File: config.mk
export PLATFORM = sky130hd
export DESIGN_NAME = core_ctrl_flat
export DESIGN_NICKNAME = d
export VERILOG_FILES = /design/src/rtl/core_ctrl_pkg.sv /design/src/rtl/core_ctrl_if.sv /design/src/rtl/core_ctrl_handshake_timer.sv /design/src/rtl/core_ctrl.sv /design/src/flat_wrapper.sv
export SDC_FILE = /design/constraint.sdc
export NUM_CORES = 1
export LEC_CHECK = 0
export BUFFER_PORTS_ARGS = -buffer_cell sky130_fd_sc_hd__buf_2
export CORE_ASPECT_RATIO = 1.2
export CORE_MARGIN = 2
export CORE_UTILIZATION = 35
export DETAILED_ROUTE_END_ITERATION = 10
export GPL_TIMING_DRIVEN = 0
export PLACE_DENSITY = 0.68
export SETUP_SLACK_MARGIN = 0.3
export SLEW_MARGIN = 25
export SYNTH_ARGS = -nofsm -noshare
export SYNTH_HDL_FRONTEND = slang
export SYNTH_HIERARCHICAL = 1
export SYNTH_SLANG_ARGS = --single-unit
File: constraint.sdc
create_clock -name clk -period 4.6 [get_ports clk]
set_input_delay 0.23 -clock clk [delete_from_list [all_inputs] [get_ports clk]]
set_output_delay 0.23 -clock clk [all_outputs]
set_load 0.05 [all_outputs]
File: src/rtl/core_ctrl_pkg.sv
// core_ctrl_pkg
// Shared constants for the RV32I multi-cycle control sequencer:
// opcode values (inst[6:2]), FSM state encoding, mux-select encodings,
// trap causes, the default memory-handshake timeout and the decode
// helper functions used by core_ctrl.
package core_ctrl_pkg;

    // Opcodes as seen on inst[6:2]
    localparam logic [4:0] OP_LUI     = 5'b01101;
    localparam logic [4:0] OP_AUIPC   = 5'b00101;
    localparam logic [4:0] OP_JAL     = 5'b11011;
    localparam logic [4:0] OP_JALR    = 5'b11001;
    localparam logic [4:0] OP_BRANCH  = 5'b11000;
    localparam logic [4:0] OP_LOAD    = 5'b00000;
    localparam logic [4:0] OP_STORE   = 5'b01000;
    localparam logic [4:0] OP_OPIMM   = 5'b00100;
    localparam logic [4:0] OP_OP      = 5'b01100;
    localparam logic [4:0] OP_MISCMEM = 5'b00011;

    // FSM state encoding (6 is unused)
    localparam logic [2:0] ST_IDLE   = 3'd0;
    localparam logic [2:0] ST_FETCH  = 3'd1;
    localparam logic [2:0] ST_DECODE = 3'd2;
    localparam logic [2:0] ST_EXEC   = 3'd3;
    localparam logic [2:0] ST_MEM    = 3'd4;
    localparam logic [2:0] ST_WB     = 3'd5;
    localparam logic [2:0] ST_TRAP   = 3'd7;

    // Immediate format select
    localparam logic [2:0] IMM_I = 3'd0;
    localparam logic [2:0] IMM_S = 3'd1;
    localparam logic [2:0] IMM_B = 3'd2;
    localparam logic [2:0] IMM_U = 3'd3;
    localparam logic [2:0] IMM_J = 3'd4;

    // Writeback source select
    localparam logic [1:0] WB_ALU = 2'b00;
    localparam logic [1:0] WB_MEM = 2'b01;
    localparam logic [1:0] WB_PC4 = 2'b10;
    localparam logic [1:0] WB_IMM = 2'b11;

    // Next-PC select
    localparam logic [1:0] PC_PLUS4 = 2'b00;
    localparam logic [1:0] PC_REL   = 2'b01;
    localparam logic [1:0] PC_JALR  = 2'b10;

    // Trap causes
    localparam logic [1:0] CAUSE_NONE    = 2'b00;
    localparam logic [1:0] CAUSE_ILLEGAL = 2'b01;
    localparam logic [1:0] CAUSE_IMEM_TO = 2'b10;
    localparam logic [1:0] CAUSE_DMEM_TO = 2'b11;

    localparam int unsigned DEFAULT_TIMEOUT_CYCLES = 16;

    // Opcode/func3 combinations the core can execute.
    function automatic logic is_legal(input logic [4:0] op, input logic [2:0] f3);
        case (op)
            OP_LUI, OP_AUIPC, OP_JAL,
            OP_OPIMM, OP_OP, OP_MISCMEM: return 1'b1;
            OP_JALR:   return (f3 == 3'b000);
            OP_BRANCH: return !((f3 == 3'b010) || (f3 == 3'b011));
            OP_LOAD:   return !((f3 == 3'b011) || (f3 == 3'b110) || (f3 == 3'b111));
            OP_STORE:  return (f3 <= 3'b010);
            default:   return 1'b0;
        endcase
    endfunction

    function automatic logic [2:0] imm_sel_for(input logic [4:0] op);
        case (op)
            OP_LUI, OP_AUIPC: return IMM_U;
            OP_JAL:           return IMM_J;
            OP_BRANCH:        return IMM_B;
            OP_STORE:         return IMM_S;
            default:          return IMM_I;
        endcase
    endfunction

    function automatic logic [1:0] wb_sel_for(input logic [4:0] op);
        case (op)
            OP_LOAD:         return WB_MEM;
            OP_JAL, OP_JALR: return WB_PC4;
            OP_LUI:          return WB_IMM;
            default:         return WB_ALU;
        endcase
    endfunction

endpackage

File: src/rtl/core_ctrl_if.sv
// core_ctrl_if
// Instruction- and data-memory handshake bundle between the control
// sequencer (master) and the memory side (slave).
//   imem_req  master->slave  instruction fetch request
//   imem_ack  slave->master  fetch data valid / request accepted
//   dmem_req  master->slave  data memory request
//   dmem_we   master->slave  1 = store, 0 = load (valid while dmem_req)
//   dmem_ack  slave->master  data memory done
interface core_ctrl_if;
    logic imem_req;
    logic imem_ack;
    logic dmem_req;
    logic dmem_we;
    logic dmem_ack;

    modport master (
        output imem_req,
        output dmem_req,
        output dmem_we,
        input  imem_ack,
        input  dmem_ack
    );

    modport slave (
        input  imem_req,
        input  dmem_req,
        input  dmem_we,
        output imem_ack,
        output dmem_ack
    );
endinterface

File: src/rtl/core_ctrl_handshake_timer.sv
// handshake_timer
// Counts consecutive cycles a memory request is outstanding without an
// acknowledge. One instance serves both imem and dmem because the core
// never has both requests up at once.
//   clk      core clock
//   rst      asynchronous active-low reset
//   req      a memory request is high this cycle
//   ack      the request is acknowledged this cycle
//   clr      controller state is changing; restart the count
//   expired  this is the LIMIT-th unacknowledged request cycle
module handshake_timer #(
    parameter int unsigned LIMIT = 16
) (
    input  logic clk,
    input  logic rst,
    input  logic req,
    input  logic ack,
    input  logic clr,
    output logic expired
);
    localparam logic [7:0] LAST = 8'(LIMIT - 1);

    logic [7:0] cnt_q;
    logic [7:0] cnt_d;

    always_comb begin
        cnt_d = cnt_q;
        if (clr || !req || ack) begin
            cnt_d = '0;
        end else begin
            cnt_d = cnt_q + 8'd1;
        end
    end

    // cnt_q holds the number of earlier waiting cycles, so the request
    // has been up LIMIT cycles when cnt_q reaches LIMIT-1.
    assign expired = req && !ack && (cnt_q == LAST);

    always_ff @(posedge clk or negedge rst) begin
        if (!rst) begin
            cnt_q <= '0;
        end else begin
            cnt_q <= cnt_d;
        end
    end
endmodule

File: src/rtl/core_ctrl.sv
// core_ctrl
// Multi-cycle control sequencer for an RV32I core:
// IDLE -> FETCH -> DECODE -> EXEC -> [MEM] -> [WB] -> FETCH/IDLE, with a
// terminal TRAP state for illegal instructions and memory timeouts.
// Ports:
//   clk, rst            core clock; asynchronous active-low reset
//   run                 core enable, sampled at instruction boundaries
//   mem                 imem/dmem handshake (core_ctrl_if.master)
//   opcode, func3       from decode; held by the IR until the next ir_we
//   branch_taken        ALU compare result for the current branch
//   ir_we, pc_we        IR load strobe; PC update (one per retired inst)
//   pc_sel, imm_sel     next-PC and immediate format selects
//   alu_a_sel/b_sel     ALU operand selects (pc / imm)
//   rf_we, wb_sel       register write enable and writeback source
//   state               current FSM state (debug)
//   trap, trap_cause    sticky trap flag and its cause
// Optional: define CORE_CTRL_PERF_CNT_EN to add cycle_cnt / instret_cnt.
module core_ctrl
    import core_ctrl_pkg::*;
#(
    parameter int unsigned TIMEOUT_CYCLES = DEFAULT_TIMEOUT_CYCLES
) (
    input  logic        clk,
    input  logic        rst,
    input  logic        run,
    core_ctrl_if.master mem,
    input  logic [4:0]  opcode,
    input  logic [2:0]  func3,
    input  logic        branch_taken,
    output logic        ir_we,
    output logic        pc_we,
    output logic [1:0]  pc_sel,
    output logic [2:0]  imm_sel,
    output logic        alu_a_sel,
    output logic        alu_b_sel,
    output logic        rf_we,
    output logic [1:0]  wb_sel,
    output logic [2:0]  state,
    output logic        trap,
    output logic [1:0]  trap_cause
`ifdef CORE_CTRL_PERF_CNT_EN
    ,
    output logic [31:0] cycle_cnt,
    output logic [31:0] instret_cnt
`endif
);

    logic [2:0] state_q, state_d;
    logic [1:0] cause_q, cause_d;

    logic imem_req_c;
    logic dmem_req_c;
    logic dmem_we_c;
    logic tmr_expired;
    logic tmr_ack;

    logic [2:0] boundary_state;
    logic       is_mem_op;

    assign boundary_state = run ? ST_FETCH : ST_IDLE;
    assign is_mem_op      = (opcode == OP_LOAD) || (opcode == OP_STORE);

    always_comb begin
        state_d    = state_q;
        cause_d    = cause_q;
        imem_req_c = 1'b0;
        dmem_req_c = 1'b0;
        dmem_we_c  = 1'b0;
        ir_we      = 1'b0;
        pc_we      = 1'b0;
        pc_sel     = PC_PLUS4;
        imm_sel    = IMM_I;
        alu_a_sel  = 1'b0;
        alu_b_sel  = 1'b0;
        rf_we      = 1'b0;
        wb_sel     = WB_ALU;

        // Operand selects stay valid from EXEC through MEM and WB so the
        // ALU result (address or writeback value) is stable when consumed.
        if (state_q == ST_EXEC || state_q == ST_MEM || state_q == ST_WB) begin
            alu_a_sel = (opcode == OP_AUIPC) || (opcode == OP_JAL);
            alu_b_sel = !((opcode == OP_OP) || (opcode == OP_BRANCH));
        end
        if (state_q == ST_DECODE || state_q == ST_EXEC ||
            state_q == ST_MEM || state_q == ST_WB) begin
            imm_sel = imm_sel_for(opcode);
        end

        case (state_q)
            ST_IDLE: begin
                if (run) state_d = ST_FETCH;
            end
            ST_FETCH: begin
                imem_req_c = 1'b1;
                if (mem.imem_ack) begin
                    ir_we   = 1'b1;
                    state_d = ST_DECODE;
                end else if (tmr_expired) begin
                    state_d = ST_TRAP;
                    cause_d = CAUSE_IMEM_TO;
                end
            end
            ST_DECODE: begin
                if (!is_legal(opcode, func3)) begin
                    state_d = ST_TRAP;
                    cause_d = CAUSE_ILLEGAL;
                end else if (opcode == OP_MISCMEM) begin
                    pc_we   = 1'b1;
                    state_d = boundary_state;
                end else begin
                    state_d = ST_EXEC;
                end
            end
            ST_EXEC: begin
                if (opcode == OP_BRANCH) begin
                    pc_we   = 1'b1;
                    pc_sel  = branch_taken ? PC_REL : PC_PLUS4;
                    state_d = boundary_state;
                end else if (is_mem_op) begin
                    state_d = ST_MEM;
                end else begin
                    state_d = ST_WB;
                end
            end
            ST_MEM: begin
                dmem_req_c = 1'b1;
                dmem_we_c  = (opcode == OP_STORE);
                if (mem.dmem_ack) begin
                    if (opcode == OP_STORE) begin
                        pc_we   = 1'b1;
                        state_d = boundary_state;
                    end else begin
                        state_d = ST_WB;
                    end
                end else if (tmr_expired) begin
                    state_d = ST_TRAP;
                    cause_d = CAUSE_DMEM_TO;
                end
            end
            ST_WB: begin
                rf_we   = 1'b1;
                pc_we   = 1'b1;
                wb_sel  = wb_sel_for(opcode);
                if (opcode == OP_JAL) begin
                    pc_sel = PC_REL;
                end else if (opcode == OP_JALR) begin
                    pc_sel = PC_JALR;
                end
                state_d = boundary_state;
            end
            ST_TRAP: begin
                state_d = ST_TRAP;
            end
            default: begin
                state_d = ST_IDLE;
            end
        endcase
    end

    always_ff @(posedge clk or negedge rst) begin
        if (!rst) begin
            state_q <= ST_IDLE;
            cause_q <= CAUSE_NONE;
        end else begin
            state_q <= state_d;
            cause_q <= cause_d;
        end
    end

    // Only one request is ever up, so the ack that matters follows the state.
    assign tmr_ack = (state_q == ST_FETCH) ? mem.imem_ack : mem.dmem_ack;

    handshake_timer #(
        .LIMIT (TIMEOUT_CYCLES)
    ) u_timer (
        .clk     (clk),
        .rst     (rst),
        .req     (imem_req_c || dmem_req_c),
        .ack     (tmr_ack),
        .clr     (state_d != state_q),
        .expired (tmr_expired)
    );

    assign mem.imem_req = imem_req_c;
    assign mem.dmem_req = dmem_req_c;
    assign mem.dmem_we  = dmem_we_c;
    assign state        = state_q;
    assign trap         = (state_q == ST_TRAP);
    assign trap_cause   = cause_q;

`ifdef CORE_CTRL_PERF_CNT_EN
    logic [31:0] cycle_cnt_q, cycle_cnt_d;
    logic [31:0] instret_cnt_q, instret_cnt_d;

    always_comb begin
        cycle_cnt_d   = cycle_cnt_q;
        instret_cnt_d = instret_cnt_q;
        if (state_q != ST_IDLE && state_q != ST_TRAP) begin
            cycle_cnt_d = cycle_cnt_q + 32'd1;
        end
        if (pc_we) begin
            instret_cnt_d = instret_cnt_q + 32'd1;
        end
    end

    always_ff @(posedge clk or negedge rst) begin
        if (!rst) begin
            cycle_cnt_q   <= '0;
            instret_cnt_q <= '0;
        end else begin
            cycle_cnt_q   <= cycle_cnt_d;
            instret_cnt_q <= instret_cnt_d;
        end
    end

    assign cycle_cnt   = cycle_cnt_q;
    assign instret_cnt = instret_cnt_q;
`endif

endmodule

File: src/flat_wrapper.sv
// flat-port wrapper written by rule: the top's interface ports become plain ports
module core_ctrl_flat import core_ctrl_pkg::*;
#(
    parameter int unsigned TIMEOUT_CYCLES = DEFAULT_TIMEOUT_CYCLES
)
  (clk, rst, run, opcode, func3, branch_taken, ir_we, pc_we, pc_sel, imm_sel, alu_a_sel, alu_b_sel, rf_we, wb_sel, state, trap, trap_cause, mem_imem_req, mem_dmem_req, mem_dmem_we, mem_imem_ack, mem_dmem_ack);
  core_ctrl_if mem_i ();
  input  logic clk;
  input  logic rst;
  input  logic run;
  input  logic [4:0] opcode;
  input  logic [2:0] func3;
  input  logic branch_taken;
  output logic ir_we;
  output logic pc_we;
  output logic [1:0] pc_sel;
  output logic [2:0] imm_sel;
  output logic alu_a_sel;
  output logic alu_b_sel;
  output logic rf_we;
  output logic [1:0] wb_sel;
  output logic [2:0] state;
  output logic trap;
  output logic [1:0] trap_cause;
  output wire logic [$bits(mem_i.imem_req)-1:0] mem_imem_req;
  output wire logic [$bits(mem_i.dmem_req)-1:0] mem_dmem_req;
  output wire logic [$bits(mem_i.dmem_we)-1:0] mem_dmem_we;
  input wire logic [$bits(mem_i.imem_ack)-1:0] mem_imem_ack;
  input wire logic [$bits(mem_i.dmem_ack)-1:0] mem_dmem_ack;
  assign mem_imem_req = mem_i.imem_req;
  assign mem_dmem_req = mem_i.dmem_req;
  assign mem_dmem_we = mem_i.dmem_we;
  assign mem_i.imem_ack = mem_imem_ack;
  assign mem_i.dmem_ack = mem_dmem_ack;
  core_ctrl #(.TIMEOUT_CYCLES(TIMEOUT_CYCLES)) u_core (.clk(clk), .rst(rst), .run(run), .mem(mem_i), .opcode(opcode), .func3(func3), .branch_taken(branch_taken), .ir_we(ir_we), .pc_we(pc_we), .pc_sel(pc_sel), .imm_sel(imm_sel), .alu_a_sel(alu_a_sel), .alu_b_sel(alu_b_sel), .rf_we(rf_we), .wb_sel(wb_sel), .state(state), .trap(trap), .trap_cause(trap_cause));
endmodule
== Yosys cells after proc, flatten, opt, wreduce, memory -nomap -nowiden ==
Index checks and enable logic that the tools add are counted.
Storage, ports and cells
  output and inout bits: 21
  logic and storage cells: 104
  flip-flop bits (word level): 13
Operators by class
  magnitude comparators: 1
  mux-type cells: 44
  reductions and logical operators: 29
  equality and inequality tests: 26
  $add $sub $neg: 1
Operators by type and width (number)
  3-bit 2-to-1 mux: 9
  3-bit one-hot mux with 7 select lines: 1
  1-bit 2-to-1 mux: 18
  2-bit 2-to-1 mux: 9
  3-bit == test, second input constant: 5
  5-bit by 4-bit == test with 1-bit output, second input constant: 3
  5-bit == test, second input constant: 3
  1-bit logical OR: 14
  3-bit by 2-bit == test with 1-bit output, second input constant: 4
  2-bit one-hot mux with 3 select lines: 2
  3-bit one-hot mux with 4 select lines: 1
  5-bit by 3-bit == test with 1-bit output, second input constant: 2
  8-bit by 1-bit adder with 8-bit output, second input constant: 1
  8-bit by 4-bit == test with 1-bit output, second input constant: 1
  8-bit 2-to-1 mux: 1
  3-bit zero test: 2
  2-bit inequality test, second input constant: 3
  6-bit AND reduction: 1
  6-bit OR reduction: 1
  5-bit by 2-bit == test with 1-bit output, second input constant: 1
  1-bit zero test: 5
  5-bit zero test: 1
  1-bit one-hot mux with 5 select lines: 1
  2-bit by 1-bit inequality test with 1-bit output, second input constant: 2
  8 further kinds: 10

== Longest topological paths before layout ==
Gate-level depths: netlist (run 1).
  depth in word-level cells: 12
  gate-level depth with buffers: 13
  mapped depth without buffers: 12

== By module ==
Netlist (run 1), hierarchy kept.
Modules (own cells, without submodules)
  core_ctrl: times used 1, seq. area each 125.1 um2, area each 845.8 um2, cells an instance 116
  handshake_timer: times used 1, seq. area each 200.2 um2, area each 374.1 um2, cells an instance 37

== Worst setup path after synthesis (run 1) ==
OpenSTA, ideal clock, no wires.
  path type: reg2reg
  start: register u_core.state_q[0] (netlist: u_core/state[0])
  end: register u_core.u_timer.cnt_q[5]
  library setup time: 78 ps
  stages on the path, launching flop included: 12
  data arrival time: 3985 ps
  path slack: 537 ps
  cell sequence: dfrtp_1 nor3b_4 mux2_2 or4b_1 nor4_1 nand3b_1 a21boi_1 o311ai_1 o21ai_1 or3b_1 clkbuf_1 a21oi_1
On the way
  cells in the longest elaborated chain, start to end: 12
Ends and longest elaborated chain
  from (decl): line core_ctrl.sv:48  | logic [2:0] state_q, state_d;
  from (signal assigned): line core_ctrl.sv:165  | state_q <= state_d;
  3-bit by 1-bit == test with 1-bit output *: line core_ctrl.sv:89  | case (state_q)
  1-bit 2-to-1 mux *: line core_ctrl.sv:89
  named net mem_imem_req: line flat_wrapper.sv:25  | output wire logic [$bits(mem_i.imem_req)-1:0] mem_imem_req;
  1-bit logical OR *: line core_ctrl.sv:178  | .req (imem_req_c || dmem_req_c),
  1-bit logical AND * (2 in a row): line core_ctrl_handshake_timer.sv:37  | assign expired = req && !ack && (cnt_q == LAST);
  named net u_core.tmr_expired: line core_ctrl.sv:54  | logic tmr_expired;
  3-bit 2-to-1 mux *: line core_ctrl.sv:98, core_ctrl.sv:135
  3-bit 2-to-1 mux (on tied branches): line core_ctrl.sv:128, core_ctrl.sv:95
  3-bit one-hot mux with 7 select lines *: line core_ctrl.sv:89
  3-bit inequality test *: line core_ctrl.sv:180  | .clr (state_d != state_q),
  1-bit logical OR * (2 in a row): line core_ctrl_handshake_timer.sv:28  | if (clr || !req || ack) begin
  8-bit 2-to-1 mux *: line core_ctrl_handshake_timer.sv:28
  named net u_core.u_timer.cnt_d[5]: line core_ctrl_handshake_timer.sv:24  | logic [7:0] cnt_d;
  to (signal assigned): line core_ctrl_handshake_timer.sv:43  | cnt_q <= cnt_d;
  to (decl): line core_ctrl_handshake_timer.sv:23  | logic [7:0] cnt_q;
The timed path passes the listed nets; every way through them passes the cells marked *.
A chain may end at the register's enable or synchronous reset.

== Worst setup path in the final report (run 1) ==
  start: register u_core.state_q[1] (netlist: u_core/state[1])
  end: register u_core.u_timer.cnt_q[5]
On the way
  cells in the longest elaborated chain, start to end: 12
Ends and longest elaborated chain
  3-bit by 1-bit == test with 1-bit output *: line core_ctrl.sv:171  | assign tmr_ack = (state_q == ST_FETCH) ? mem.imem_ack : mem.dmem_ack;
  1-bit 2-to-1 mux *: line core_ctrl.sv:171
  named net u_core.tmr_ack: line core_ctrl.sv:55  | logic tmr_ack;
  1-bit zero test *: line core_ctrl_handshake_timer.sv:37
  1-bit logical AND * (2 in a row): line core_ctrl_handshake_timer.sv:37
  named net u_core.tmr_expired: line core_ctrl.sv:54
  3-bit 2-to-1 mux *: line core_ctrl.sv:98, core_ctrl.sv:135
  3-bit 2-to-1 mux (on tied branches): line core_ctrl.sv:128, core_ctrl.sv:95
  3-bit one-hot mux with 7 select lines *: line core_ctrl.sv:89
  3-bit inequality test *: line core_ctrl.sv:180
  1-bit logical OR * (2 in a row): line core_ctrl_handshake_timer.sv:28
  8-bit 2-to-1 mux *: line core_ctrl_handshake_timer.sv:28
  named net u_core.u_timer.cnt_d[5]: line core_ctrl_handshake_timer.sv:24
Marked as above.

==> flow_summary_export.csv, run 1 <==
group,metric,value,unit
run_status,run_status,"complete, no violations",
detailed_routing,detail_route.vias_per_cell,5.686,
power,power_leakage,0.6519,nW
synth,syn-instance-count,153,
critical_path,worstSetupPathType,"reg -> reg",
timing,postLayoutSetupSlackWorst,0.6408,ns
critical_path,endpoint_kind,"flop",
run,maxCapViolCount,0,
critical_path,path_max_fanout,7,
synth,mappedNetlistNets,168,
cts,tritoncts_num_sinks,13,
critical_path,timing.critical_path.cells,"nor3b_4 -> mux2_2 -> or4b_1 -> nor4_1 -> nand3b_1 -> a21boi_1 -> o311ai_1 -> o21ai_1 -> or3b_1 -> clkbuf_1 -> a21oi_1",
synth,synth_area,0.001220,mm2
critical_path,critical_path.reg2reg.endpoint,"u_core/u_timer/cnt_q[5]$_DFF_PN0_",
cts,number_of_post_cts_setup_repair_buffers,0,
synth,synth_enable_flop_cells,0,
synth,synth_flop_cell,"sky130_fd_sc_hd__dfrtp_1",
timing,hold_viol_final,0,
cts,cts_inserted_buffers,3,
placed_design,postPlaceCellArea,0.001421,mm2
finish,layout-drive-gt1-share,28.57,%
detailed_routing,dr_total_vias,1285,
finish,multi_input_area,813.3,um2
detailed_routing,wl_per_cell,13.72,um
global_route,grt_use_total,17.44,%
finish,stdcell_area,0.001476,mm2
cts,post_cts.resized_instances,0,
critical_path,timing.rr.start,"u_core/state[1]$_DFF_PN0_",
critical_path,endpoint,"u_core/u_timer/cnt_q[5]$_DFF_PN0_",
timing,grt_setup_unrepaired,"no",
synth,synth.yosys.seq_area_share,26.67,%
synth,yosys.area_share.adder,1.026,%
cts,worst_setup_hold_path_clk_slew,0.05,ns
timing,final-max-slew-violation-count,0,
power,power_density,569.8,mW/mm2
global_route,grt_pass1_wl,5.375,mm
synth,combinational_family_with_the_most_area_after_synthesis,"simple AND/OR/NAND/NOR gates",
placed_design,place.gp.congestion,0.8965,
cts,postCtsHoldBufs,1,
timing,final.min_clock_period,3.959,ns
detailed_routing,finalWirelength,3.101,mm
critical_path,cp.arrival,4.13,ns
synth,syn-mean-instance-area,7.973,um2
critical_path,worst_setup_path_startpoint,"u_core/state[1]$_DFF_PN0_",
global_route,first_global_vias,1216,
critical_path,cp_data_required_time,4.77,ns
power,comb_power_share,67.9,%
timing,tightest_slew_margin_relative_to_the_limit,46.08,%
critical_path,startpoint_type,"flop",
floorplanning,chipHeight,68.68,um
power,internal_power_of_the_cells,0.3802,mW
detailed_routing,post-route-drc-count,0,
floorplanning,floorplan.io_pins,35,
synth,synth_async_sr_flop_share,100.0,%
cts,cts.htree.levels,1,
detailed_routing,final_antenna_net_count,0,
critical_path,slowest_stage,"sky130_fd_sc_hd__nor4_1",
synth,post_synth_num_cell_types,55,
floorplanning,die_w,57.90,um
finish,area.sequential,325.3,um2
floorplanning,placeableCoreArea,0.003338,mm2
timing,fmax,252.6,MHz
synth,synth_compound_gate_area_share,24.41,%
floorplanning,die_area,0.003976,mm2
global_route,grt_remaining_overflow,0,
detailed_routing,drt-initial-drc-count,128,
timing,final_min_period_over_clock_period,86.07,%
critical_path,ff2ff_setup_slack,0.64,ns
placed_design,post_placement_worst_setup_slack,0.7043,ns
synth,synth_simple_gate_area_share,35.90,%
synth,yosysWarnings,6,
finish,layoutNonFillerInstCount,226,
power,vdd.ir_drop.worst,0.3218,mV
finish,antenna-diode-count,0,
min_path,min-delay-path-class,"in -> async",
power,total_switching_power,0.4612,mW
power,power.share.sequential,20.2,%
power,power.share.switching,54.81,%
critical_path,timing.critical_path.slowest_cell_delay,0.62,ns
timing,report.final.setup_viol,0,
finish,fillCellCount,337,
cts,tritoncts,"done",
global_route,largest_net_degree_at_the_start_of_global_routing,14,
timing,skew,0.002103,ns
timing,tns,0,ns
synth,synth.area.mux_share,1.744,%
placed_design,io_buffer_count,31,
synth,synth-xor-area-share,3.590,%
placed_design,numPlacedInstances,221,
power,clockPowerShare,11.9,%
placed_design,detailed_place_hpwl,2.406,mm
timing,max_slew.worst_pin.slew,0.8014,ns
synth,yosys_register_bits,13,
cts,clk-insertion-delay-late,0.24,ns
floorplanning,num_rows,23,
detailed_routing,drt_first_pass_iters,4,
finish,area.growth.synth_to_final,21.03,%
finish,final_net_count,205,
cts,buffers_from_clock_root_to_sink_at_most,2,
floorplanning,initial_core_util,36.54,%
global_route,initial_antenna_violation_count,0,
critical_path,number_of_cells_traversed_by_the_worst_register_to_register_path,11,
cts,cts_root_buffer,"sky130_fd_sc_hd__clkbuf_8",
[power by group through the flow]
stage / logic, mW / registers, mW / clock network [mW]
3_3_place_gp: 0.567 / 0.172 / 0
3_5_place_dp: 0.567 / 0.172 / 0
6_report: 0.571 / 0.170 / 0.100
5_1_grt: 0.621 / 0.174 / 0.110
4_1_cts: 0.571 / 0.170 / 0.105
2_1_floorplan: 0.375 / 0.245 / 0
[cells in the mapped netlist (2+ instances only)]
master	n	area, um2
sky130_fd_sc_hd__nand2b_1	4	25.02
sky130_fd_sc_hd__a31oi_1	4	25.02
sky130_fd_sc_hd__buf_4	3	22.52
sky130_fd_sc_hd__a21oi_1	13	65.06
sky130_fd_sc_hd__o21a_1	3	22.52
sky130_fd_sc_hd__xor2_1	3	26.28
sky130_fd_sc_hd__o41ai_1	2	17.52
sky130_fd_sc_hd__nand2_1	7	26.28
sky130_fd_sc_hd__o21ai_0	5	25.02
sky130_fd_sc_hd__nand3_1	7	35.03
sky130_fd_sc_hd__inv_1	3	11.26
sky130_fd_sc_hd__or3_1	4	25.02
sky130_fd_sc_hd__nor4_2	2	25.02
sky130_fd_sc_hd__o211ai_1	2	15.01
sky130_fd_sc_hd__xnor2_1	2	17.52
sky130_fd_sc_hd__and2b_1	2	15.01
sky130_fd_sc_hd__buf_2	5	25.02
sky130_fd_sc_hd__dfrtp_1	13	325.3
sky130_fd_sc_hd__nor2_1	19	71.32
sky130_fd_sc_hd__and2_1	2	12.51
sky130_fd_sc_hd__a211oi_1	3	22.52
sky130_fd_sc_hd__o21ai_1	2	10.01
sky130_fd_sc_hd__nor3b_1	4	30.03
sky130_fd_sc_hd__nor2b_1	2	12.51
sky130_fd_sc_hd__nor3_1	5	25.02
sky130_fd_sc_hd__nor4_1	3	18.77
[kinds of logic (layout without fill, tap and decap cells)]
group / Yosys count / count (layout)
AOI/OAI and AO/OA: 44 / 44
xor gates and xnor gates: 5 / 5
adders and majority gates: 1 / 1
buffers and inverters: 15 / 51
DFF: 13 / 13
muxes: 2 / 2
and+or+nand+nor: 73 / 73
[critical path, delay by kind of cell, from the launching register on]
family / cells / cell delay [ns]
AND/OR/NAND/NOR: 5 / 2.03
AO/OA/AOI/OAI: 4 / 0.80
flip-flops: 1 / 0.46
multiplexers: 1 / 0.39
buffers and inverters: 1 / 0.19
[how the worst min path moves through the flow]
stage | startpoint | to | slack (ns) | depth (start not counted)
4_1_cts | rst | u_core/u_timer/cnt_q[5]$_DFF_PN0_ | 0.40 | 2
2_1_floorplan | rst | u_core/state[0]$_DFF_PN0_ | -0.07 | 0
3_3_place_gp | rst | u_core/u_timer/cnt_q[2]$_DFF_PN0_ | 0.13 | 1
3_5_place_dp | rst | u_core/u_timer/cnt_q[2]$_DFF_PN0_ | 0.13 | 1
6_report | rst | u_core/u_timer/cnt_q[4]$_DFF_PN0_ | 0.40 | 2
5_1_grt | opcode[2] | u_core/state[0]$_DFF_PN0_ | 0.42 | 3
[cell type report]
| class | instances | share of cell area, % |
|---|---|---|
| sequential | 13 | 22.03 |
| buffer | 11 | 4.492 |
| inverter | 4 | 1.017 |
| timing repair buffer | 32 | 11.19 |
| multi-input combinational | 125 | 55.08 |
| clock buffer | 4 | 3.051 |
| tap | 37 | 3.136 |
[flip-flops by register name, indices dropped and copies added, names as in the netlist]
name / cells
u_core/u_timer/cnt_q: 8
u_core/state: 3
u_core/trap_cause: 2
[per-stage QoR]
step	hold WS, ns	utilization [%]	power [mW]
6_report	0.3978	44.23	0.8413
5_1_grt	0.4231	44.23	0.9056
4_1_cts	0.4008	44.23	0.8465
3_5_place_dp	0.1296	42.58	0.7391
3_3_place_gp	0.1297	42.58	0.7396
2_1_floorplan	-0.06559	-	0.6200
[placed cells by master, fill, tap and decap left out, types with 2 or more instances in the layout]
master                      n
sky130_fd_sc_hd__clkbuf_1   2
sky130_fd_sc_hd__buf_4      3
sky130_fd_sc_hd__or3_1      4
sky130_fd_sc_hd__a31oi_1    4
sky130_fd_sc_hd__clkbuf_8   3
sky130_fd_sc_hd__o211ai_1   2
sky130_fd_sc_hd__and2b_1    2
sky130_fd_sc_hd__nor3_1     5
sky130_fd_sc_hd__o41ai_1    2
sky130_fd_sc_hd__dfrtp_1   13
sky130_fd_sc_hd__nand2_1    7
sky130_fd_sc_hd__buf_2     36
sky130_fd_sc_hd__and2_1     2
sky130_fd_sc_hd__nor2_1    19
sky130_fd_sc_hd__a21oi_1   13
sky130_fd_sc_hd__nor2b_1    2
sky130_fd_sc_hd__nor4_1     3
sky130_fd_sc_hd__nor4_2     2
sky130_fd_sc_hd__xor2_1     3
sky130_fd_sc_hd__a211oi_1   3
sky130_fd_sc_hd__o21ai_0    5
sky130_fd_sc_hd__nand3_1    7
sky130_fd_sc_hd__o21ai_1    2
sky130_fd_sc_hd__xnor2_1    2
sky130_fd_sc_hd__inv_1      3
sky130_fd_sc_hd__o21a_1     3
sky130_fd_sc_hd__nor3b_1    4
sky130_fd_sc_hd__nand2b_1   4
[metal layers]
layer	track usage (%)	share of wire (%)	vias to the layer above
met2	29.26	45	61
met1	21.94	46	579
met5	0	0	-
met3	1.866	7.0	8
li1	-	-	637
met4	9.593	2.6	0
Note: power is estimated with default switching activity, not from simulation.
==> run 2: changes to the inputs <==
--- a/config.mk
+++ b/config.mk
@@ -5,13 +5,13 @@
 export SDC_FILE = /design/constraint.sdc
 export NUM_CORES = 1
 export LEC_CHECK = 0
+export ABC_AREA = 1
 export BUFFER_PORTS_ARGS = -buffer_cell sky130_fd_sc_hd__buf_2
 export CORE_ASPECT_RATIO = 1.2
 export CORE_MARGIN = 2
 export CORE_UTILIZATION = 35
 export DETAILED_ROUTE_END_ITERATION = 10
 export GPL_TIMING_DRIVEN = 0
-export PLACE_DENSITY = 0.68
 export SETUP_SLACK_MARGIN = 0.3
 export SLEW_MARGIN = 25
 export SYNTH_ARGS = -nofsm -noshare
==> run 2 against run 1 <==
Against the previous run:
- fmax rose by 50%
- register-to-register slack improved by 1.3 ns
- area after synthesis fell by 4.0%
- first-iteration DRC count fell by 70%
- critical endpoint is now u_core/u_timer/cnt_q[4]$_DFF_PN0_
- die area fell by 3.8%
- combinational power fell by 95%
- largest power group is now sequential cells
- clock-buffer cell count fell by 1
==> flow_summary_export.csv, run 2 <==
group,metric,value,unit
run_status,run_status,"complete, no violations",
min_path,worstHoldPathCells,4,
finish,finalCoreUtilization,44.01,%
synth,combinational_family_with_the_most_area_after_synthesis,"simple AND/OR/NAND/NOR gates",
placed_design,detailed_place_hpwl,2.384,mm
cts,post_cts.resized_instances,0,
floorplanning,die_w,56.81,um
timing,grt_setup_unrepaired,"no",
synth,yosys.area_share.adder,1.068,%
power,power_density,167.2,mW/mm2
global_route,largest_net_degree_at_the_start_of_global_routing,14,
synth,syn-mean-instance-area,6.100,um2
power,power.share.sequential,47.4,%
placed_design,io_buffer_count,34,
finish,fillCellCount,374,
timing,tns,0,ns
floorplanning,die_area,0.003827,mm2
power,power.share.switching,24.00,%
synth,synthDominantAreaCellType,"sky130_fd_sc_hd__dfrtp_1",
placed_design,place.gp.congestion,0.7958,
floorplanning,floorplan.io_pins,35,
detailed_routing,detail_route.vias_per_cell,4.787,
finish,final_net_count,247,
timing,report.final.setup_viol,0,
critical_path,startpoint_type,"flop",
detailed_routing,drt-initial-drc-count,39,
cts,clk-insertion-delay-late,0.24,ns
finish,antenna-diode-count,0,
power,power_leakage,0.7287,nW
power,power.total,0.2415,mW
synth,syn-instance-count,192,
floorplanning,chipHeight,67.37,um
synth,synth.top_cell.area_share,27.78,%
synth,synth_enable_flop_cells,0,
timing,final_min_period_over_clock_period,57.22,%
detailed_routing,finalWirelength,2.902,mm
critical_path,number_of_cells_traversed_by_the_worst_register_to_register_path,18,
timing,final-max-slew-violation-count,0,
global_route,initial_antenna_violation_count,0,
detailed_routing,post-route-drc-count,0,
floorplanning,placeableCoreArea,0.003281,mm2
cts,cts.htree.levels,1,
power,total_switching_power,0.05795,mW
global_route,grt_use_total,15.58,%
global_route,grt_pass1_wl,4.774,mm
synth,synth_top_cells_by_area,"sky130_fd_sc_hd__dfrtp_1 (28%), sky130_fd_sc_hd__nand2_1 (14%), sky130_fd_sc_hd__nor2_1 (12%)",
cts,tritoncts_num_sinks,13,
power,internal_power_of_the_cells,0.1835,mW
run,maxCapViolCount,0,
critical_path,cp_data_required_time,4.76,ns
timing,tightest_slew_margin_relative_to_the_limit,76.03,%
global_route,first_global_vias,1192,
cts,tritoncts,"done",
cts,worst_setup_hold_path_clk_slew,0.06,ns
detailed_routing,dr_total_vias,1283,
critical_path,endpoint_kind,"flop",
synth,synth.area.mux_share,0,%
timing,hold_viol_final,0,
finish,largest_reg_flops,8,
power,clockPowerShare,41.7,%
detailed_routing,drt_first_pass_iters,4,
synth,post_synth_num_cell_types,24,
synth,synth_simple_gate_area_share,47.86,%
synth,yosys-top-cells-count,"sky130_fd_sc_hd__nand2_1 (43), sky130_fd_sc_hd__nor2_1 (36), sky130_fd_sc_hd__inv_1 (32), sky130_fd_sc_hd__nand3_1 (16), sky130_fd_sc_hd__dfrtp_1 (13)",
timing,max_slew.worst_pin.slew,0.3583,ns
finish,most-common-layout-cells,"sky130_fd_sc_hd__nand2_1 (43), sky130_fd_sc_hd__nor2_1 (36), sky130_fd_sc_hd__buf_2 (34), sky130_fd_sc_hd__inv_1 (32), sky130_fd_sc_hd__nand3_1 (16)",
critical_path,path_max_fanout,6,
synth,synth.most_common_cell,"sky130_fd_sc_hd__nand2_1",
cts,cts_inserted_buffers,3,
synth,synth_async_sr_flop_share,100.0,%
finish,area.growth.synth_to_final,23.29,%
detailed_routing,wl_per_cell,10.83,um
cts,buffers_from_clock_root_to_sink_at_most,2,
synth,synth_area,0.001171,mm2
detailed_routing,final_antenna_net_count,0,
synth,synth_flop_cell,"sky130_fd_sc_hd__dfrtp_1",
synth,yosysWarnings,6,
synth,synth_compound_gate_area_share,11.32,%
finish,max_flop_register,"u_core/u_timer/cnt_q",
synth,yosys_register_bits,13,
synth,mappedNetlistNets,207,
timing,fmax,379.9,MHz
cts,cts_root_buffer,"sky130_fd_sc_hd__clkbuf_8",
critical_path,worstSetupPathType,"reg -> reg",
timing,skew,0.003885,ns
critical_path,cp.arrival,2.80,ns
timing,final.min_clock_period,2.632,ns
finish,most_frequent_standard_cell_in_the_layout_excluding_fill_and_tap_cells,"sky130_fd_sc_hd__nand2_1",
floorplanning,initial_core_util,35.70,%
synth,synth.yosys.seq_area_share,27.78,%
power,vdd.ir_drop.worst,0.1588,mV
power,comb_power_share,10.9,%
global_route,grt_remaining_overflow,0,
finish,layout-drive-gt1-share,25.11,%
synth,synth-xor-area-share,0.7479,%
timing,final.hold.worst_slack,0.3934,ns
floorplanning,num_rows,23,
min_path,min-delay-path-class,"in -> reg",
run 2: cell types whose count changed after synthesis, moves of 5 or more:
cell,change
sky130_fd_sc_hd__nand2_1,+36
sky130_fd_sc_hd__nor2_1,+17
sky130_fd_sc_hd__nand3_1,+9
sky130_fd_sc_hd__inv_1,+29
sky130_fd_sc_hd__buf_2,-5
run 2: layout make-up:
class / count / area, um2 / area share (%)
multi-input combinational: 144 / 714.4 / 49.48
tap: 37 / 46.29 / 3.206
clock inverter: 1 / 5.005 / 0.3466
timing repair buffer: 35 / 180.2 / 12.48
sequential: 13 / 325.3 / 22.53
inverter: 35 / 131.4 / 9.099
clock buffer: 3 / 41.29 / 2.860
run 2: metal layers:
layer | global-route usage (%) | wire length (um) | vias to the layer above
li1 | - | - | 684
met1 | 17.91 | 1283 | 565
met2 | 28.20 | 1470 | 30
met3 | 2.490 | 109 | 4
met4 | 7.558 | 38 | 0
met5 | 0 | 0 | -
run 2: cell families (layout without fill, tap and decap cells):
family | count (synthesis) | count (layout)
compound gates | 24 | 24
simple gates | 118 | 118
flops | 13 | 13
buf+inv | 35 | 74
xor+xnor | 1 | 1
fa+ha+maj | 1 | 1
run 2: metrics by stage:
step	setup WS (ns)	cell area, um2	std cells
after global routing	1.641	1444	268
after global placement	2.012	1388	263
after CTS	1.961	1444	268
after detailed placement	1.998	1388	263
after floorplan	1.351	1171	192
final	1.968	1444	268
run 2: final timing paths:
kind                                             startpoint                                 to  slack [ns]
setup / recovery                  u_core/state[1]$_DFF_PN0_  u_core/u_timer/cnt_q[4]$_DFF_PN0_        1.97
hold reg to reg            u_core/trap_cause[1]$_DFFE_PN0P_   u_core/trap_cause[1]$_DFFE_PN0P_        0.50
hold / removal                                 mem_dmem_ack          u_core/state[0]$_DFF_PN0_        0.39
max in group asynchronous                               rst  u_core/u_timer/cnt_q[4]$_DFF_PN0_        3.98
setup reg to reg                  u_core/state[1]$_DFF_PN0_  u_core/u_timer/cnt_q[4]$_DFF_PN0_        1.97
min in group asynchronous                               rst  u_core/u_timer/cnt_q[7]$_DFF_PN0_        0.40
run 2: timing repair:
item                      in CTS  in global routing
hold buffers                   1                  0
hold endpoints to repair      13                  0
setup buffers                  0                  0
run 2: power by group through the flow:
stage	registers [mW]	logic, mW	clock network [mW]
after CTS	0.114	0.0266	0.104
after global placement	0.116	0.0259	0
after floorplan	0.116	0.0121	0
after global routing	0.114	0.0303	0.110
final	0.114	0.0263	0.101
after detailed placement	0.116	0.0259	0
run 2: worst max-delay path: stages, from the launching register on:
cell and delay [ns]:
sky130_fd_sc_hd__dfrtp_1 0.47, sky130_fd_sc_hd__inv_1 0.14, sky130_fd_sc_hd__nand3_2 0.12, sky130_fd_sc_hd__nor2_1 0.25, sky130_fd_sc_hd__o21bai_1 0.15, sky130_fd_sc_hd__inv_1 0.05, sky130_fd_sc_hd__nand2_1 0.13, sky130_fd_sc_hd__nor3_2 0.08
sky130_fd_sc_hd__nand2_1 0.10, sky130_fd_sc_hd__nand3_1 0.08, sky130_fd_sc_hd__a21oi_1 0.23, sky130_fd_sc_hd__nand2_1 0.12, sky130_fd_sc_hd__nand2_1 0.07, sky130_fd_sc_hd__nand2_1 0.05, sky130_fd_sc_hd__inv_1 0.05, sky130_fd_sc_hd__nand2_1 0.09
sky130_fd_sc_hd__nor2_4 0.18, sky130_fd_sc_hd__o21ai_1 0.09, sky130_fd_sc_hd__a21oi_1 0.12
==> run 3: changes to the inputs <==
==> constraint.sdc (replaced) <==
create_clock -name clk -period 2.2 [get_ports clk]
set_input_delay 0.11 -clock clk [delete_from_list [all_inputs] [get_ports clk]]
set_output_delay 0.11 -clock clk [all_outputs]
set_load 0.05 [all_outputs]
==> run 3 against run 2 <==
Against the previous run:
- die area unchanged
- fmax increased by 24%
- total power increased by 120%
- via count increased by 5.3%
- clock-buffer cell count unchanged
- global-route usage increased by 3.0 points
- core utilization increased by 7.4 points
- clock power increased by 120%
- critical path depth decreased by 4
- sequential power increased by 110%
- largest cell class unchanged
==> flow_summary_export.csv, run 3 (synthesized netlist as in run 2, its figures left out) <==
group,metric,value,unit
global_route,initial_antenna_violation_count,0,
timing,grt_setup_unrepaired,"yes",
detailed_routing,finalWirelength,3.185,mm
critical_path,slowest_stage,"sky130_fd_sc_hd__dfrtp_2",
placed_design,numPlacedInstances,263,
power,clockPowerShare,42.7,%
critical_path,cp_data_required_time,2.38,ns
critical_path,timing.critical_path.slowest_cell_delay,0.45,ns
finish,largest_reg_flops,8,
critical_path,cp.arrival,2.30,ns
cts,cts_inserted_buffers,3,
timing,hold_viol_final,0,
critical_path,critical-path-top-delay-family,"simple AND/OR/NAND/NOR gates",
finish,area.sequential,329.1,um2
finish,final_net_count,264,
power,power_leakage,0.7982,nW
timing,final-max-slew-violation-count,0,
timing,fmax,471.3,MHz
finish,stdcell_area,0.001687,mm2
finish,layout-drive-gt1-share,39.92,%
critical_path,buffer_and_inverter_count_on_the_worst_path,2,
floorplanning,num_rows,23,
floorplanning,initial_core_util,35.70,%
detailed_routing,dr_total_vias,1351,
placed_design,io_buffer_count,34,
finish,most-common-layout-cells,"sky130_fd_sc_hd__nand2_1 (39), sky130_fd_sc_hd__buf_2 (33), sky130_fd_sc_hd__nor2_1 (31), sky130_fd_sc_hd__inv_1 (28), sky130_fd_sc_hd__buf_4 (18)",
floorplanning,chipHeight,67.37,um
cts,clk-insertion-delay-late,0.25,ns
run_status,run_status,"complete, no violations",
placed_design,detailed_place_hpwl,2.462,mm
finish,antenna-diode-count,0,
cts,tritoncts,"done",
timing,final.hold.worst_slack,0.2666,ns
power,power_density,307.9,mW/mm2
critical_path,startpoint_type,"flop",
critical_path,endpoint_kind,"flop",
timing,skew,0.002534,ns
timing,report.final.setup_viol,0,
placed_design,postPlaceCellArea,0.001460,mm2
critical_path,path_max_fanout,6,
power,power.share.sequential,46.1,%
detailed_routing,final_antenna_net_count,0,
finish,area.growth.synth_to_final,44.02,%
finish,max_flop_register,"u_core/u_timer/cnt_q",
power,comb_power_share,11.2,%
floorplanning,die_area,0.003827,mm2
run,maxCapViolCount,0,
power,vdd.ir_drop.worst,0.2619,mV
power,power.share.switching,26.01,%
cts,buffers_from_clock_root_to_sink_at_most,2,
min_path,min-delay-path-class,"in -> async",
cts,cts.htree.levels,1,
detailed_routing,drt-initial-drc-count,51,
timing,final.min_clock_period,2.122,ns
timing,final_min_period_over_clock_period,96.45,%
placed_design,place.gp.congestion,0.8190,
floorplanning,placeableCoreArea,0.003281,mm2
global_route,grt_pass1_wl,5.478,mm
power,internal_power_of_the_cells,0.3842,mW
timing,max_slew.worst_pin.slew,0.2865,ns
detailed_routing,wl_per_cell,11.18,um
timing,tightest_slew_margin_relative_to_the_limit,80.74,%
cts,cts_root_buffer,"sky130_fd_sc_hd__clkbuf_8",
finish,most_frequent_standard_cell_in_the_layout_excluding_fill_and_tap_cells,"sky130_fd_sc_hd__nand2_1",
finish,fillCellCount,355,
cts,tritoncts_num_sinks,13,
global_route,grt_remaining_overflow,0,
floorplanning,floorplan.io_pins,35,
critical_path,ff2ff_setup_slack,0.08,ns
power,total_switching_power,0.1351,mW
critical_path,timing.critical_path.cells,"inv_2 -> nand3_4 -> nor2_4 -> o21bai_1 -> inv_1 -> nand2_2 -> nor3_4 -> o31ai_1 -> o31ai_1 -> nor2_1 -> nand2_2 -> nor2_4 -> o21ai_1 -> a21oi_1",
floorplanning,die_w,56.81,um
finish,finalCoreUtilization,51.41,%
global_route,largest_net_degree_at_the_start_of_global_routing,14,
global_route,first_global_vias,1252,
detailed_routing,post-route-drc-count,0,
detailed_routing,detail_route.vias_per_cell,4.740,
critical_path,worstSetupPathType,"reg -> reg",
cts,worst_setup_hold_path_clk_slew,0.06,ns
detailed_routing,drt_first_pass_iters,4,
global_route,grt_use_total,18.58,%
finish,layoutNonFillerInstCount,285,
finish,multi_input_area,817.0,um2
## run 3: layer usage
layer | part of all wire [%] | track usage (%) | routed length [um]
met5 | 0 | 0 | 0
met4 | 3.7 | 13.37 | 117
met3 | 4.4 | 3.448 | 141
met2 | 50 | 31.69 | 1601
met1 | 42 | 20.89 | 1325
## run 3: final cells by class
| type | instances | area share, % |
|---|---|---|
| multi-input combinational | 144 | 48.44 |
| sequential | 13 | 19.51 |
| timing repair buffer | 52 | 18.40 |
| inverter | 35 | 8.160 |
| tap | 37 | 2.745 |
| clock buffer | 3 | 2.448 |
| clock inverter | 1 | 0.2967 |
## run 3: timing repair
action / CTS / global route
buffers inserted: 11 / 6
gates resized for setup: 5 / 11
pin swaps: 7 / 4
setup endpoints to repair: 10 / 13
hold buffers: 1 / 0
hold endpoints to repair: 13 / 0
## run 3: worst paths after layout
check	start	to	cells past startpoint
worst max-delay path	u_core/state[1]$_DFF_PN0_	u_core/u_timer/cnt_q[4]$_DFF_PN0_	14
worst min-delay path	rst	u_core/u_timer/cnt_q[6]$_DFF_PN0_	2
worst max register to register	u_core/state[1]$_DFF_PN0_	u_core/u_timer/cnt_q[4]$_DFF_PN0_	14
worst min register to register	u_core/trap_cause[1]$_DFFE_PN0P_	u_core/trap_cause[1]$_DFFE_PN0P_	2
max in group asynchronous	rst	u_core/state[0]$_DFF_PN0_	2
min in group clk	mem_imem_ack	u_core/trap_cause[0]$_DFFE_PN0P_	4
## run 3: power groups by stage
stage	combinational, mW	clock, mW	sequential (mW)
after floorplan	0.0272	0	0.244
after global placement	0.0572	0	0.243
after detailed placement	0.0571	0	0.243
after CTS	0.0587	0.226	0.239
after global routing	0.0671	0.243	0.239
final	0.0584	0.222	0.239
## run 3: stage by stage
stage / setup WS [ns] / setup TNS (ns) / power (mW)
detailed placement: -0.1532 / -0.9413 / 0.3005
finish: 0.07816 / 0 / 0.5193
global route: -0.09414 / -0.5051 / 0.5488
global placement: -0.1644 / -1.018 / 0.3006
floorplan: -0.1672 / -1.151 / 0.2707
CTS: 0.04842 / 0 / 0.5243
